### config.mk
export PLATFORM = sky130hd
export DESIGN_NAME = fpu_dseq_flat
export DESIGN_NICKNAME = d
export VERILOG_FILES = /design/src/rtl/fpu_dseq_if.sv /design/src/rtl/fpu_dseq.sv /design/src/flat_wrapper.sv
export SDC_FILE = /design/constraint.sdc
export NUM_CORES = 1
export LEC_CHECK = 0
export ABC_AREA = 1
export CAP_MARGIN = 20
export CELL_PAD_IN_SITES_DETAIL_PLACEMENT = 1
export CELL_PAD_IN_SITES_GLOBAL_PLACEMENT = 1
export CORE_AREA = 2 2 342 344
export CTS_CLUSTER_DIAMETER = 40
export CTS_CLUSTER_SIZE = 8
export DETAILED_ROUTE_END_ITERATION = 16
export DIE_AREA = 0 0 344 346
export PLACE_DENSITY_LB_ADDON = 0.1
export SETUP_SLACK_MARGIN = 0.05
export SLEW_MARGIN = 20
export SYNTH_ARGS = -nofsm -noshare
export SYNTH_HDL_FRONTEND = slang
export SYNTH_SLANG_ARGS = --single-unit
### constraint.sdc
create_clock -name clk -period 2 [get_ports clk]
set_input_delay 0.5 -clock clk [delete_from_list [all_inputs] [get_ports clk]]
set_output_delay 0.5 -clock clk [all_outputs]
set_load 0.01 [all_outputs]
### src/rtl/fpu_dseq_if.sv
// Command, unit-control, writeback and status bundle shared by decode, the FPU units
// and the double-precision sequencer.
interface fpu_dseq_if;
  logic        cmdValid;
  logic        cmdReady;
  logic [7:0]  cmdOp;
  logic [6:0]  cmdRegD;
  logic [63:0] cmdValA;
  logic [63:0] cmdValB;
  logic [63:0] cmdValC;
  logic        flush;
  logic        addEn;
  logic        addIsSub;
  logic [63:0] addSrcA;
  logic [63:0] addSrcB;
  logic [63:0] addDst;
  logic        mulEn;
  logic [63:0] mulSrcA;
  logic [63:0] mulSrcB;
  logic [63:0] mulDst;
  logic        cnvEn;
  logic        cnvToInt;
  logic [63:0] cnvSrc;
  logic [63:0] cnvDstI;
  logic [63:0] cnvDstF;
  logic        wbValid;
  logic [6:0]  wbReg;
  logic [63:0] wbVal;
  logic        srTValid;
  logic        srT;
  logic        busy;

  // Decode and the arithmetic units together form the master side.
  modport master (
    output cmdValid, cmdOp, cmdRegD, cmdValA, cmdValB, cmdValC, flush,
           addDst, mulDst, cnvDstI, cnvDstF,
    input  cmdReady, addEn, addIsSub, addSrcA, addSrcB, mulEn, mulSrcA, mulSrcB,
           cnvEn, cnvToInt, cnvSrc, wbValid, wbReg, wbVal, srTValid, srT, busy
  );

  modport slave (
    input  cmdValid, cmdOp, cmdRegD, cmdValA, cmdValB, cmdValC, flush,
           addDst, mulDst, cnvDstI, cnvDstF,
    output cmdReady, addEn, addIsSub, addSrcA, addSrcB, mulEn, mulSrcA, mulSrcB,
           cnvEn, cnvToInt, cnvSrc, wbValid, wbReg, wbVal, srTValid, srT, busy
  );
endinterface

### src/rtl/fpu_dseq.sv
// FP64 command sequencer: runs one command at a time through the adder, multiplier or
// converter, chains MAC/MSC as multiply-then-add, and resolves compares locally.
module fpu_dseq #(
  parameter int ADD_LAT = 3,
  parameter int MUL_LAT = 3,
  parameter int CNV_LAT = 2
) (
  input logic       clk,
  input logic       rst_n,
  fpu_dseq_if.slave bus
);
  localparam logic [7:0] OP_ADD   = 8'h01;
  localparam logic [7:0] OP_SUB   = 8'h02;
  localparam logic [7:0] OP_MUL   = 8'h03;
  localparam logic [7:0] OP_MAC   = 8'h04;
  localparam logic [7:0] OP_MSC   = 8'h05;
  localparam logic [7:0] OP_CNVSI = 8'h06;
  localparam logic [7:0] OP_CNVIS = 8'h07;
  localparam logic [7:0] OP_ABS   = 8'h08;
  localparam logic [7:0] OP_NEG   = 8'h09;
  localparam logic [7:0] OP_MOV   = 8'h0A;
  localparam logic [7:0] OP_CNVSD = 8'h0B;
  localparam logic [7:0] OP_CMPEQ = 8'h0C;
  localparam logic [7:0] OP_CMPGT = 8'h0D;

  localparam logic [3:0] ADD_CNT = 4'(ADD_LAT - 1);
  localparam logic [3:0] MUL_CNT = 4'(MUL_LAT - 1);
  localparam logic [3:0] CNV_CNT = 4'(CNV_LAT - 1);

  typedef enum logic [2:0] {S_IDLE, S_MUL, S_ADD, S_CNV, S_WB} state_t;

  state_t      state;
  logic [3:0]  cnt;
  logic [7:0]  op;
  logic [63:0] val_c;

  // Sign-magnitude ordering; mixed signs decide on the sign bit alone.
  function automatic logic cmp_gt(input logic [63:0] a, input logic [63:0] b);
    case ({a[63], b[63]})
      2'b00:   return a[62:0] > b[62:0];
      2'b11:   return a[62:0] < b[62:0];
      2'b01:   return 1'b1;
      default: return 1'b0;
    endcase
  endfunction

  always_ff @(posedge clk or negedge rst_n) begin
    if (!rst_n) begin
      state        <= S_IDLE;
      cnt          <= '0;
      op           <= '0;
      val_c        <= '0;
      bus.cmdReady <= 1'b1;
      bus.busy     <= 1'b0;
      bus.addEn    <= 1'b0;
      bus.addIsSub <= 1'b0;
      bus.addSrcA  <= '0;
      bus.addSrcB  <= '0;
      bus.mulEn    <= 1'b0;
      bus.mulSrcA  <= '0;
      bus.mulSrcB  <= '0;
      bus.cnvEn    <= 1'b0;
      bus.cnvToInt <= 1'b0;
      bus.cnvSrc   <= '0;
      bus.wbValid  <= 1'b0;
      bus.wbReg    <= '0;
      bus.wbVal    <= '0;
      bus.srTValid <= 1'b0;
      bus.srT      <= 1'b0;
    end else begin
      bus.wbValid  <= 1'b0;
      bus.srTValid <= 1'b0;
      if (bus.flush) begin
        state        <= S_IDLE;
        cnt          <= '0;
        bus.addEn    <= 1'b0;
        bus.mulEn    <= 1'b0;
        bus.cnvEn    <= 1'b0;
        bus.cmdReady <= 1'b1;
        bus.busy     <= 1'b0;
      end else begin
        case (state)
          S_IDLE: begin
            if (bus.cmdValid && bus.cmdReady) begin
              op        <= bus.cmdOp;
              val_c     <= bus.cmdValC;
              bus.wbReg <= bus.cmdRegD;
              case (bus.cmdOp)
                OP_ADD, OP_SUB: begin
                  state        <= S_ADD;
                  cnt          <= ADD_CNT;
                  bus.addEn    <= 1'b1;
                  bus.addIsSub <= (bus.cmdOp == OP_SUB);
                  bus.addSrcA  <= bus.cmdValA;
                  bus.addSrcB  <= bus.cmdValB;
                  bus.busy     <= 1'b1;
                  bus.cmdReady <= 1'b0;
                end
                OP_MUL, OP_MAC, OP_MSC: begin
                  state        <= S_MUL;
                  cnt          <= MUL_CNT;
                  bus.mulEn    <= 1'b1;
                  bus.mulSrcA  <= bus.cmdValA;
                  bus.mulSrcB  <= bus.cmdValB;
                  bus.busy     <= 1'b1;
                  bus.cmdReady <= 1'b0;
                end
                OP_CNVSI, OP_CNVIS: begin
                  state        <= S_CNV;
                  cnt          <= CNV_CNT;
                  bus.cnvEn    <= 1'b1;
                  bus.cnvToInt <= (bus.cmdOp == OP_CNVSI);
                  bus.cnvSrc   <= bus.cmdValB;
                  bus.busy     <= 1'b1;
                  bus.cmdReady <= 1'b0;
                end
                OP_ABS, OP_NEG, OP_MOV, OP_CNVSD: begin
                  state        <= S_WB;
                  bus.wbValid  <= 1'b1;
                  bus.busy     <= 1'b1;
                  bus.cmdReady <= 1'b0;
                  if (bus.cmdOp == OP_ABS)
                    bus.wbVal <= {1'b0, bus.cmdValB[62:0]};
                  else if (bus.cmdOp == OP_NEG)
                    bus.wbVal <= {~bus.cmdValB[63], bus.cmdValB[62:0]};
                  else
                    bus.wbVal <= bus.cmdValB;
                end
                OP_CMPEQ: begin
                  bus.srTValid <= 1'b1;
                  bus.srT      <= (bus.cmdValA == bus.cmdValB);
                end
                OP_CMPGT: begin
                  bus.srTValid <= 1'b1;
                  bus.srT      <= cmp_gt(bus.cmdValA, bus.cmdValB);
                end
                default: ;
              endcase
            end
          end
          S_MUL: begin
            if (cnt == 4'd0) begin
              bus.mulEn <= 1'b0;
              if (op == OP_MUL) begin
                state       <= S_WB;
                bus.wbValid <= 1'b1;
                bus.wbVal   <= bus.mulDst;
              end else begin
                // MAC/MSC: accumulate C with the freshly produced product.
                state        <= S_ADD;
                cnt          <= ADD_CNT;
                bus.addEn    <= 1'b1;
                bus.addIsSub <= (op == OP_MSC);
                bus.addSrcA  <= val_c;
                bus.addSrcB  <= bus.mulDst;
              end
            end else begin
              cnt <= cnt - 4'd1;
            end
          end
          S_ADD: begin
            if (cnt == 4'd0) begin
              state       <= S_WB;
              bus.addEn   <= 1'b0;
              bus.wbValid <= 1'b1;
              bus.wbVal   <= bus.addDst;
            end else begin
              cnt <= cnt - 4'd1;
            end
          end
          S_CNV: begin
            if (cnt == 4'd0) begin
              state       <= S_WB;
              bus.cnvEn   <= 1'b0;
              bus.wbValid <= 1'b1;
              bus.wbVal   <= bus.cnvToInt ? bus.cnvDstI : bus.cnvDstF;
            end else begin
              cnt <= cnt - 4'd1;
            end
          end
          S_WB: begin
            state        <= S_IDLE;
            bus.busy     <= 1'b0;
            bus.cmdReady <= 1'b1;
          end
          default: state <= S_IDLE;
        endcase
      end
    end
  end
endmodule
### src/flat_wrapper.sv
// flat-port wrapper written by rule: the top's interface ports become plain ports
module fpu_dseq_flat 
#(
  parameter int ADD_LAT = 3,
  parameter int MUL_LAT = 3,
  parameter int CNV_LAT = 2
)
  (clk, rst_n, bus_cmdValid, bus_cmdOp, bus_cmdRegD, bus_cmdValA, bus_cmdValB, bus_cmdValC, bus_flush, bus_addDst, bus_mulDst, bus_cnvDstI, bus_cnvDstF, bus_cmdReady, bus_addEn, bus_addIsSub, bus_addSrcA, bus_addSrcB, bus_mulEn, bus_mulSrcA, bus_mulSrcB, bus_cnvEn, bus_cnvToInt, bus_cnvSrc, bus_wbValid, bus_wbReg, bus_wbVal, bus_srTValid, bus_srT, bus_busy);
  fpu_dseq_if bus_i ();
  input logic clk;
  input logic rst_n;
  input wire logic [$bits(bus_i.cmdValid)-1:0] bus_cmdValid;
  input wire logic [$bits(bus_i.cmdOp)-1:0] bus_cmdOp;
  input wire logic [$bits(bus_i.cmdRegD)-1:0] bus_cmdRegD;
  input wire logic [$bits(bus_i.cmdValA)-1:0] bus_cmdValA;
  input wire logic [$bits(bus_i.cmdValB)-1:0] bus_cmdValB;
  input wire logic [$bits(bus_i.cmdValC)-1:0] bus_cmdValC;
  input wire logic [$bits(bus_i.flush)-1:0] bus_flush;
  input wire logic [$bits(bus_i.addDst)-1:0] bus_addDst;
  input wire logic [$bits(bus_i.mulDst)-1:0] bus_mulDst;
  input wire logic [$bits(bus_i.cnvDstI)-1:0] bus_cnvDstI;
  input wire logic [$bits(bus_i.cnvDstF)-1:0] bus_cnvDstF;
  output wire logic [$bits(bus_i.cmdReady)-1:0] bus_cmdReady;
  output wire logic [$bits(bus_i.addEn)-1:0] bus_addEn;
  output wire logic [$bits(bus_i.addIsSub)-1:0] bus_addIsSub;
  output wire logic [$bits(bus_i.addSrcA)-1:0] bus_addSrcA;
  output wire logic [$bits(bus_i.addSrcB)-1:0] bus_addSrcB;
  output wire logic [$bits(bus_i.mulEn)-1:0] bus_mulEn;
  output wire logic [$bits(bus_i.mulSrcA)-1:0] bus_mulSrcA;
  output wire logic [$bits(bus_i.mulSrcB)-1:0] bus_mulSrcB;
  output wire logic [$bits(bus_i.cnvEn)-1:0] bus_cnvEn;
  output wire logic [$bits(bus_i.cnvToInt)-1:0] bus_cnvToInt;
  output wire logic [$bits(bus_i.cnvSrc)-1:0] bus_cnvSrc;
  output wire logic [$bits(bus_i.wbValid)-1:0] bus_wbValid;
  output wire logic [$bits(bus_i.wbReg)-1:0] bus_wbReg;
  output wire logic [$bits(bus_i.wbVal)-1:0] bus_wbVal;
  output wire logic [$bits(bus_i.srTValid)-1:0] bus_srTValid;
  output wire logic [$bits(bus_i.srT)-1:0] bus_srT;
  output wire logic [$bits(bus_i.busy)-1:0] bus_busy;
  assign bus_i.cmdValid = bus_cmdValid;
  assign bus_i.cmdOp = bus_cmdOp;
  assign bus_i.cmdRegD = bus_cmdRegD;
  assign bus_i.cmdValA = bus_cmdValA;
  assign bus_i.cmdValB = bus_cmdValB;
  assign bus_i.cmdValC = bus_cmdValC;
  assign bus_i.flush = bus_flush;
  assign bus_i.addDst = bus_addDst;
  assign bus_i.mulDst = bus_mulDst;
  assign bus_i.cnvDstI = bus_cnvDstI;
  assign bus_i.cnvDstF = bus_cnvDstF;
  assign bus_cmdReady = bus_i.cmdReady;
  assign bus_addEn = bus_i.addEn;
  assign bus_addIsSub = bus_i.addIsSub;
  assign bus_addSrcA = bus_i.addSrcA;
  assign bus_addSrcB = bus_i.addSrcB;
  assign bus_mulEn = bus_i.mulEn;
  assign bus_mulSrcA = bus_i.mulSrcA;
  assign bus_mulSrcB = bus_i.mulSrcB;
  assign bus_cnvEn = bus_i.cnvEn;
  assign bus_cnvToInt = bus_i.cnvToInt;
  assign bus_cnvSrc = bus_i.cnvSrc;
  assign bus_wbValid = bus_i.wbValid;
  assign bus_wbReg = bus_i.wbReg;
  assign bus_wbVal = bus_i.wbVal;
  assign bus_srTValid = bus_i.srTValid;
  assign bus_srT = bus_i.srT;
  assign bus_busy = bus_i.busy;
  fpu_dseq #(.ADD_LAT(ADD_LAT), .MUL_LAT(MUL_LAT), .CNV_LAT(CNV_LAT)) u_core (.clk(clk), .rst_n(rst_n), .bus(bus_i));
endmodule
==> impl_metrics.tcl, run 1 <==
set metrics [dict create \
    status "finished, violations left" \
    violations "setup timing" \
    syn_to_final_growth_pct 93.4 \
    fin_cells 5532 \
    cts.htree.levels 4 \
    max_slew_margin 0.609 \
    drt_pass1_iterations 5 \
    avgViaCountPerCell 4.39 \
    cts_tree "yes" \
    yosysWarnings 0 \
    crit_type "flip-flop to flip-flop" \
    synth.top_cells.by_area "dfrtp_1 (52%), nand2_1 (15%), mux2_2 (5.6%), ha_1 (3.8%), a31oi_1 (3.6%)" \
    holdWs_ns 0.112 \
    hold_path.class "input port to flip-flop" \
    startpoint_type "flip-flop" \
    pwr_density_cell_nw_per_um2 1300 \
    cts_root_buf "clkbuf_16" \
    cts.sinks 480 \
    min_period_ns 2.13 \
    finish.net_count 4423 \
    yosysMostFrequentCell "nand2_1" \
    setup_viol 146 \
    synth-seq-cells 480 \
    multi_input_area_um2 11100 \
    io_pins 868 \
    port_buffers 867 \
    min_period_over_period 1.06 \
    ys_types 42 \
    die-area_um2 119000 \
    netlist_instances 2590 \
    coreArea_um2 115000 \
    cp_common_cell "nor2_4" \
    dp_slack_ns -1.08 \
    grt_pass1_vias 27000 \
    path_clk_slew_ns 0.05 \
    drt_iter0_drc 997 \
    die_y_um 346 \
    grt_overflow_total 0 \
    start_util 0.198 \
    worstPathArrival_ns 2.71 \
    clock.fmax_mhz 470 \
    max_slew.worst_pin.slew_ns 0.587 \
    final_max_slew_viol_count 0 \
    avgRoutedWirePerCell_um 25.0 \
    synth_area_um2 22800 \
    hold_violations 0 \
    n_fill_cell 12900 \
    synth-async-reset-ratio 1.00 \
    layout-drive-gt1-share 0.283 \
    detail-route-antenna-nets 0 \
    route.vias.total 24300 \
    tns_ns -6.20 \
    syn_nets 3126 \
    grt_use_total 0.220 \
    synth_flop_cell "dfrtp_1" \
    power.leakage_nw 20.8 \
    setup_ws_ns -0.127 \
    critPathCaptureType "flip-flop" \
    yosysSeqAreaShare 0.526 \
    clk_latency_ns 0.72 \
    yosys.area.top_type "dfrtp_1" \
    p_total_mw 57.6 \
    rsz0062_at_grt "true" \
    drc 0 \
    wl_mm 138 \
    synth_top_area_share 0.525 \
    grt_antenna_before_repair 31 \
    crit_fanout 5 \
    syn_area_per_cell_um2 8.82 \
    std_cell_rows 125 \
    placed_cells 5148 \
    crit_slowest_cell "dfrtp_2" \
    slowest_delay_ns 0.44 \
    regArea_um2 12000 \
    path_cells "nor2_4 > nand2_2 > nor2_4 > nor2_4 > nand2_4 > nor2_4 > nand2_4 > inv_12 > buf_12 > buf_8 > buf_12 > buf_16 > nor2_4 > a31oi_4" \
    hpwl_mm 95.0 \
    grt_pass1_wl_mm 190 \
    ir_worst_vdd_v 0.000654 \
    cap_violations 0 \
    synthTopCellsByCount "nand2_1 (890), dfrtp_1 (479), nor2_1 (176)" \
    finClkSkew_ns 0.0340 \
    cp.required_ns 2.58 \
    gp_congestion 0.872 \
    die_w_um 344 \
    synth_edf_count 0 \
    cts_buffers 131 \
    grt_max_degree 71 \
    clockBufferDepth 3 \
]
[sequential cells by signal, summed over array words and instances, names as in the netlist, 3 cells and up]
name / cells
u_core.op: 8
u_core.bus.wbReg: 7
u_core.cnt: 4
u_core.state: 3
u_core.bus.addSrcA: 64
u_core.bus.wbVal: 64
u_core.bus.addSrcB: 64
u_core.val_c: 64
u_core.bus.mulSrcB: 64
u_core.bus.mulSrcA: 64
u_core.bus.cnvSrc: 64
[per-layer routing]
metal  vias to the layer above  routed length (µm)  global-route usage
li1                      11300                   -                   -
met1                     12000               53300               0.242
met2                       735               69700               0.387
met3                       238               10700              0.0769
met4                        28                4680              0.0807
met5                         -                 175                   0
[kinds of logic after synthesis]
logic type,count (synthesis),share of synthesized area
mux,137,0.0691
flops,480,0.526
xor+xnor,1,0.000383
simple gates,1176,0.201
compound gates,449,0.108
fa+ha+maj,69,0.0378
buf+inv,278,0.0575
[power breakdown]
part,switching [mW],total (mW),internal [mW]
Clock,6.67,21.8,15.2
Sequential,2.25,15.1,12.9
Combinational,10.4,20.7,10.2
Total,19.4,57.6,38.3
[cell type report]
type	instances	area share
clock inverter	57	0.0185
sequential	480	0.272
timing repair inverter	2	0.00113
multi-input combinational	1832	0.251
inverter	129	0.0116
tap	1524	0.0431
timing repair buffer	1311	0.316
clock buffer	178	0.0852
antenna	19	0.00108
[critical path: cells and delay by family (launching register included)]
family,cells,cell delay [ns]
DFF,1,0.44
buffers and inverters,5,0.58
AOI/OAI and AO/OA,1,0.04
and+or+nand+nor,8,0.94
[stage by stage]
step,util,instance area (µm²)
2_1_floorplan,-,22800
3_3_place_gp,0.309,35600
3_5_place_dp,0.309,35600
4_1_cts,0.368,42400
5_1_grt,0.383,44200
6_report,0.383,44200
[cells in the final DEF (no fill, tap or decap), types with 51 or more instances in the layout]
master,count
a21oi_1,80
a31oi_1,105
buf_12,65
buf_4,284
clkbuf_16,144
clkdlybuf4s15_1,180
clkdlybuf4s50_1,402
dfrtp_1,474
dlygate4sd2_1,191
inv_1,95
mux2_2,106
nand2_1,859
nand3_1,73
nor2_1,60
nor2_2,51
nor2_4,69
o21ai_0,97
o21ai_1,94
[path summary, 6_finish.rpt]
| kind | start | endpoint | slack [ns] | depth (start not counted) |
|---|---|---|---|---|
| worst max-delay path | u_core.state[1]$_DFFE_PN0P_ | u_core.bus.addSrcA[54]$_DFFE_PN0P_ | -0.13 | 14 |
| worst min-delay path | bus_cmdValB[11] | u_core.bus.mulSrcB[11]$_DFFE_PN0P_ | 0.11 | 3 |
| worst max register to register | u_core.state[1]$_DFFE_PN0P_ | u_core.bus.addSrcA[54]$_DFFE_PN0P_ | -0.13 | 14 |
| worst min register to register | u_core.bus.busy$_DFFE_PN0P_ | u_core.bus.busy$_DFFE_PN0P_ | 0.47 | 2 |
| max in group asynchronous | rst_n | u_core.bus.addSrcB[61]$_DFFE_PN0P_ | 0.81 | 4 |
| min in group asynchronous | rst_n | u_core.bus.cnvSrc[37]$_DFFE_PN0P_ | 0.31 | 2 |
[what timing repair did]
action                                  in CTS  in global routing
gates cloned                                36                 17
resized for setup                          946                337
hold endpoints to repair                   100                  0
hold buffers                                 1                  0
pin swaps                                   44                 44
setup buffers                               65                 26
endpoints found under the setup margin     737                458
Power figures use the tool's default switching activity.
==> run 2: changes to the inputs <==
--- a/config.mk
+++ b/config.mk
@@ -9,11 +9,12 @@
 export CAP_MARGIN = 20
 export CELL_PAD_IN_SITES_DETAIL_PLACEMENT = 1
 export CELL_PAD_IN_SITES_GLOBAL_PLACEMENT = 1
-export CORE_AREA = 2 2 342 344
+export CORE_AREA = 2 2 341 343
 export CTS_CLUSTER_DIAMETER = 40
 export CTS_CLUSTER_SIZE = 8
 export DETAILED_ROUTE_END_ITERATION = 16
-export DIE_AREA = 0 0 344 346
+export DIE_AREA = 0 0 343 345
+export DONT_BUFFER_PORTS = 1
 export PLACE_DENSITY_LB_ADDON = 0.1
 export SETUP_SLACK_MARGIN = 0.05
 export SLEW_MARGIN = 20
==> run 2 against run 1 <==
  * First-iteration DRC count is 4.7% lower
  * The flow finishes with violations (hold timing, setup timing)
  * Register-to-register slack better by 0.06 ns
  * Sequential power up 13%
==> impl_metrics.tcl, run 2 (synthesized netlist as in run 1, its figures left out) <==
set metrics [dict create \
    cts_root_buf "clkbuf_16" \
    clockBufferDepth 3 \
    fin_area_um2 35800 \
    holdWs_ns -0.492 \
    cap_violations 0 \
    layout-drive-gt1-share 0.243 \
    drt_pass1_iterations 5 \
    start_util 0.198 \
    fin_cells 4745 \
    wl_mm 131 \
    min_period_over_period 1.04 \
    power.leakage_nw 16.6 \
    r2r_start "u_core.state[2]$_DFFE_PN0P_" \
    grt_pass1_vias 23700 \
    route.vias.total 21500 \
    grt_pass1_wl_mm 178 \
    startpoint_type "flip-flop" \
    cts_hold_buf 270 \
    syn_to_final_growth_pct 56.8 \
    hold_violations 480 \
    cp-endpoint "u_core.bus.mulSrcA[34]$_DFFE_PN0P_" \
    die_w_um 343 \
    avgViaCountPerCell 4.54 \
    rsz0062_at_grt "true" \
    dpl_cell_area_um2 25800 \
    drc 0 \
    crit_start "u_core.state[2]$_DFFE_PN0P_" \
    grt_overflow_total 0 \
    clock.fmax_mhz 483 \
    grt_max_degree 481 \
    std_cell_rows 125 \
    cp.required_ns 2.57 \
    layout_commonest_cell "nand2_1" \
    crit_type "flip-flop to flip-flop" \
    grt_use_total 0.208 \
    pwr_density_cell_nw_per_um2 1400 \
    final_cell_mix "nand2_1 (848), dfrtp_1 (475), dlygate4sd3_1 (266)" \
    final_max_slew_viol_count 0 \
    hold_path.class "input port to async pin" \
    min_period_ns 2.07 \
    dp_slack_ns -0.496 \
    path_clk_slew_ns 0.05 \
    max_slew.worst_pin.slew_ns 1.37 \
    cts.htree.levels 3 \
    coreArea_um2 115000 \
    critPathCaptureType "flip-flop" \
    utilization 0.311 \
    ir_worst_vdd_v 0.000791 \
    status "finished, violations left" \
    cts_buffers 115 \
    avgRoutedWirePerCell_um 27.6 \
    violations "hold timing, setup timing" \
    setup_ws_ns -0.0714 \
    die-area_um2 118000 \
    hpwl_mm 84.4 \
    gp_congestion 0.846 \
    worstPathArrival_ns 2.64 \
    rr_worst_depth 11 \
    port_buffers 0 \
    detail-route-antenna-nets 0 \
    die_y_um 345 \
    finish.net_count 3654 \
    drt_iter0_drc 950 \
    cts_tree "yes" \
    crit_fanout 19 \
    max_slew_margin 0.0898 \
    reg2reg_to "u_core.bus.mulSrcA[34]$_DFFE_PN0P_" \
    setup_viol 99 \
    cts.sinks 480 \
    clk_latency_ns 0.71 \
    reg2reg_slack_ns -0.07 \
    grt_antenna_before_repair 13 \
    placed_cells 4145 \
    io_pins 868 \
    finClkSkew_ns 0.0281 \
]
## run 2: cell count changes in the layout (fill, tap and decap cells not counted), sizes merged, moves of 8 or more
cell	change
buf	-176
clkbuf	-18
clkdlybuf4s15	-222
clkdlybuf4s50	-402
clkinv	+8
diode	-15
dlygate4sd2	-191
dlygate4sd3	+265
dlymetal6s2s	-40
## run 2: final cells by class
| cell class | instances | area [µm²] |
|---|---|---|
| Antenna cell | 4 | 10.0 |
| Clock buffer | 153 | 3240 |
| Clock inverter | 63 | 943 |
| Fill cell | 13000 | 79300 |
| Inverter | 129 | 532 |
| Multi-Input combinational cell | 1832 | 10500 |
| Sequential cell | 480 | 12000 |
| Tap cell | 1524 | 1910 |
| Timing Repair Buffer | 559 | 6680 |
| Timing Repair inverter | 1 | 20.0 |
## run 2: stage by stage
stage	setup TNS, ns	total power, mW
after CTS	-0.285	49.6
after detailed placement	-55.97	26.1
after global routing	-23.14	52.8
final	-2.77	50.3
after global placement	-50.22	25.8
after floorplan	0	21.4
## run 2: timing repair
| item | CTS | global route |
|---|---|---|
| hold endpoints to repair | 829 | 480 |
| resized for setup | 132 | 193 |
| setup buffers | 44 | 23 |
| pin swaps | 19 | 11 |
| gates cloned | 26 | 22 |
| setup endpoints to repair | 305 | 377 |
## run 2: worst min-delay path by stage
| stage | depth (start not counted) | slack (ns) | to |
|---|---|---|---|
| 6_report | 0 | -0.49 | u_core.bus.addSrcB[46]$_DFFE_PN0P_ |
| 5_1_grt | 0 | -0.55 | u_core.bus.addSrcA[45]$_DFFE_PN0P_ |
| 4_1_cts | 0 | -0.55 | u_core.bus.addSrcA[45]$_DFFE_PN0P_ |
| 3_5_place_dp | 0 | 0.22 | u_core.bus.addSrcA[45]$_DFFE_PN0P_ |
| 3_3_place_gp | 0 | 0.22 | u_core.bus.addSrcA[44]$_DFFE_PN0P_ |
| 2_1_floorplan | 0 | 0.20 | u_core.bus.addEn$_DFFE_PN0P_ |
## run 2: worst max-delay path, cell delays in order, from the launching register on
cell and delay (ns):
dfrtp_2 0.44, buf_6 0.13, nor2_4 0.10, inv_2 0.05
nor2_4 0.09, inv_2 0.06, nor2_4 0.13, buf_12 0.14
nand2_8 0.12, buf_12 0.18, clkbuf_16 0.21, mux2_2 0.29
## run 2: routing by layer
metal / vias to the layer above / part of all wire / GRT usage
met4: 10 / 0.028 / 0.0604
met3: 195 / 0.081 / 0.0718
li1: 9691 / - / -
met1: 10900 / 0.39 / 0.239
met5: - / 0.00049 / 0
met2: 759 / 0.50 / 0.361
## run 2: where the power goes
part	switching, mW	internal (mW)
combinational	6.61	6.23
sequential	4.21	12.9
clock	6.45	13.9
total	17.3	33.0
==> run 3: changes to the inputs <==
--- a/config.mk
+++ b/config.mk
@@ -15,6 +15,7 @@
 export DETAILED_ROUTE_END_ITERATION = 16
 export DIE_AREA = 0 0 343 345
 export DONT_BUFFER_PORTS = 1
+export HOLD_SLACK_MARGIN = 0.02
 export PLACE_DENSITY_LB_ADDON = 0.1
 export SETUP_SLACK_MARGIN = 0.05
 export SLEW_MARGIN = 20
==> run 3 against run 2 <==
  * The run ends with hold timing, slew limit, setup timing left
  * Critical path depth decreased by 2
  * Die area unchanged
  * Register-to-register slack got worse by 0.02 ns
  * First-iteration DRC count increased by 7.9%
  * Clock power about the same
  * Utilization increased by 0.66 points
  * Setup slack got worse by 0.020 ns
  * Routed wire length increased by 2.5%
  * Cell count increased by 0.72%
  * Total power increased by 1.3%
  * Sequential share of layout area decreased by 0.70 points
  * Sequential cell count unchanged
  * Critical path type unchanged
  * Largest cell class unchanged
  * Highest routed layer unchanged
==> impl_metrics.tcl, run 3 (synthesized netlist as in run 1, its figures left out) <==
set metrics [dict create \
    std_cell_rows 125 \
    min_period_ns 2.09 \
    cp.required_ns 2.60 \
    cts_buffers 115 \
    clk_latency_ns 0.71 \
    path_delay_family "buffers and inverters" \
    violations "hold timing, slew limit, setup timing" \
    holdWs_ns -0.490 \
    hold_path.class "input port to async pin" \
    power.leakage_nw 16.9 \
    cts_tree "yes" \
    ir_worst_vdd_v 0.000792 \
    met3_length_mm 10.5 \
    die-area_um2 118000 \
    route.vias.total 21800 \
    cts.htree.levels 3 \
    syn_to_final_growth_pct 60.1 \
    avgRoutedWirePerCell_um 28.1 \
    cts.sinks 480 \
    layout-drive-gt1-share 0.254 \
    rsz0062_at_grt "true" \
    setup_viol 145 \
    utilization 0.318 \
    status "finished, violations left" \
    die_w_um 343 \
    die_y_um 345 \
    crit_type "flip-flop to flip-flop" \
    hold_violations 480 \
    critPathCaptureType "flip-flop" \
    clockBufferDepth 3 \
    grt_antenna_before_repair 11 \
    cts_hold_buf 280 \
    cp_num_buf_inv 5 \
    cts_root_buf "clkbuf_16" \
    start_util 0.198 \
    grt_pass1_wl_mm 178 \
    crit_fanout 6 \
    cap_violations 0 \
    setup_ws_ns -0.0911 \
    highest_layer "met5" \
    dp_slack_ns -0.496 \
    coreArea_um2 115000 \
    grt_pass1_vias 23700 \
    finish.net_count 3688 \
    path_clk_slew_ns 0.05 \
    drc 0 \
    reg2reg_slack_ns -0.09 \
    wl_met2_mm 66.4 \
    slowest_delay_ns 0.44 \
    pwr_density_cell_nw_per_um2 1390 \
    finClkSkew_ns 0.0304 \
    met1_length_mm 53.6 \
    max_slew_margin -0.0577 \
    drt_iter0_drc 1025 \
    startpoint_type "flip-flop" \
    final_max_slew_viol_count 73 \
    grt_use_total 0.208 \
    final_cell_mix "nand2_1 (839), dfrtp_1 (475), dlygate4sd3_1 (280)" \
    tns_ns -4.33 \
    gp_congestion 0.846 \
    hpwl_mm 84.4 \
    layout_commonest_cell "nand2_1" \
    grt_overflow_total 0 \
    grt_max_degree 481 \
    port_buffers 0 \
    io_pins 868 \
    detail-route-antenna-nets 0 \
    clock.fmax_mhz 478 \
    min_period_over_period 1.05 \
    worstPathArrival_ns 2.69 \
    path_cells "buf_6 > nor2_4 > inv_2 > buf_4 > a2111oi_4 > nand2_4 > buf_12 > clkbuf_16 > o21ai_0" \
    p_total_mw 50.9 \
    avgViaCountPerCell 4.56 \
    crit_slowest_cell "dfrtp_2" \
    max_slew.worst_pin.slew_ns 1.59 \
    drt_pass1_iterations 5 \
    wl_mm 134 \
]
-- run 3: path summary, 6_finish.rpt --
check / start / end / cells past startpoint
max reg2reg: u_core.state[2]$_DFFE_PN0P_ / u_core.bus.wbVal[32]$_DFFE_PN0P_ / 9
max: u_core.state[2]$_DFFE_PN0P_ / u_core.bus.wbVal[32]$_DFFE_PN0P_ / 9
max in group asynchronous: rst_n / u_core.bus.addSrcB[13]$_DFFE_PN0P_ / 0
min in group clk: bus_cmdValB[25] / u_core.bus.wbVal[25]$_DFFE_PN0P_ / 2
min reg2reg: u_core.val_c[6]$_DFFE_PN0P_ / u_core.val_c[6]$_DFFE_PN0P_ / 1
min: rst_n / u_core.bus.addSrcA[45]$_DFFE_PN0P_ / 0
-- run 3: final cells by class --
type | count | area (µm²)
fill | 13000 | 78500
sequential | 480 | 12000
clock inverter | 63 | 943
clock buffer | 153 | 3240
inverter | 129 | 532
timing repair inverter | 1 | 20.0
antenna | 4 | 10.0
timing repair buffer | 593 | 7260
multi-input combinational | 1832 | 10600
tap | 1524 | 1910
-- run 3: per-stage QoR --
stage          instances  instance area (µm²)  hold slack [ns]
2_1_floorplan       2590                22800            0.204
3_3_place_gp        4145                25800            0.217
3_5_place_dp        4145                25800            0.220
4_1_cts             4710                34500           -0.551
5_1_grt             4779                36600           -0.550
6_report            4779                36600           -0.490
-- run 3: repair_timing --
action	4_1_cts	5_1_grt
pin swaps	19	12
setup endpoints to repair	305	376
setup buffers	44	35
gates resized for setup	132	254
cloned	26	37
endpoints found under the hold margin	849	480
-- run 3: per-layer routing --
layer  GRT usage  up-vias
met5           0        -
met4      0.0613       10
met3      0.0719      195
met2       0.362      748
met1       0.238    11100
li1            -     9759
-- run 3: report_power, final --
group          internal [mW]  leakage [nW]  switching (mW)  total (mW)
logic                   6.58          8.88            6.87        13.5
clock network           13.9          2.03            6.47        20.4
registers               12.9          6.04            4.21        17.1
total                   33.3          16.9            17.6        50.9
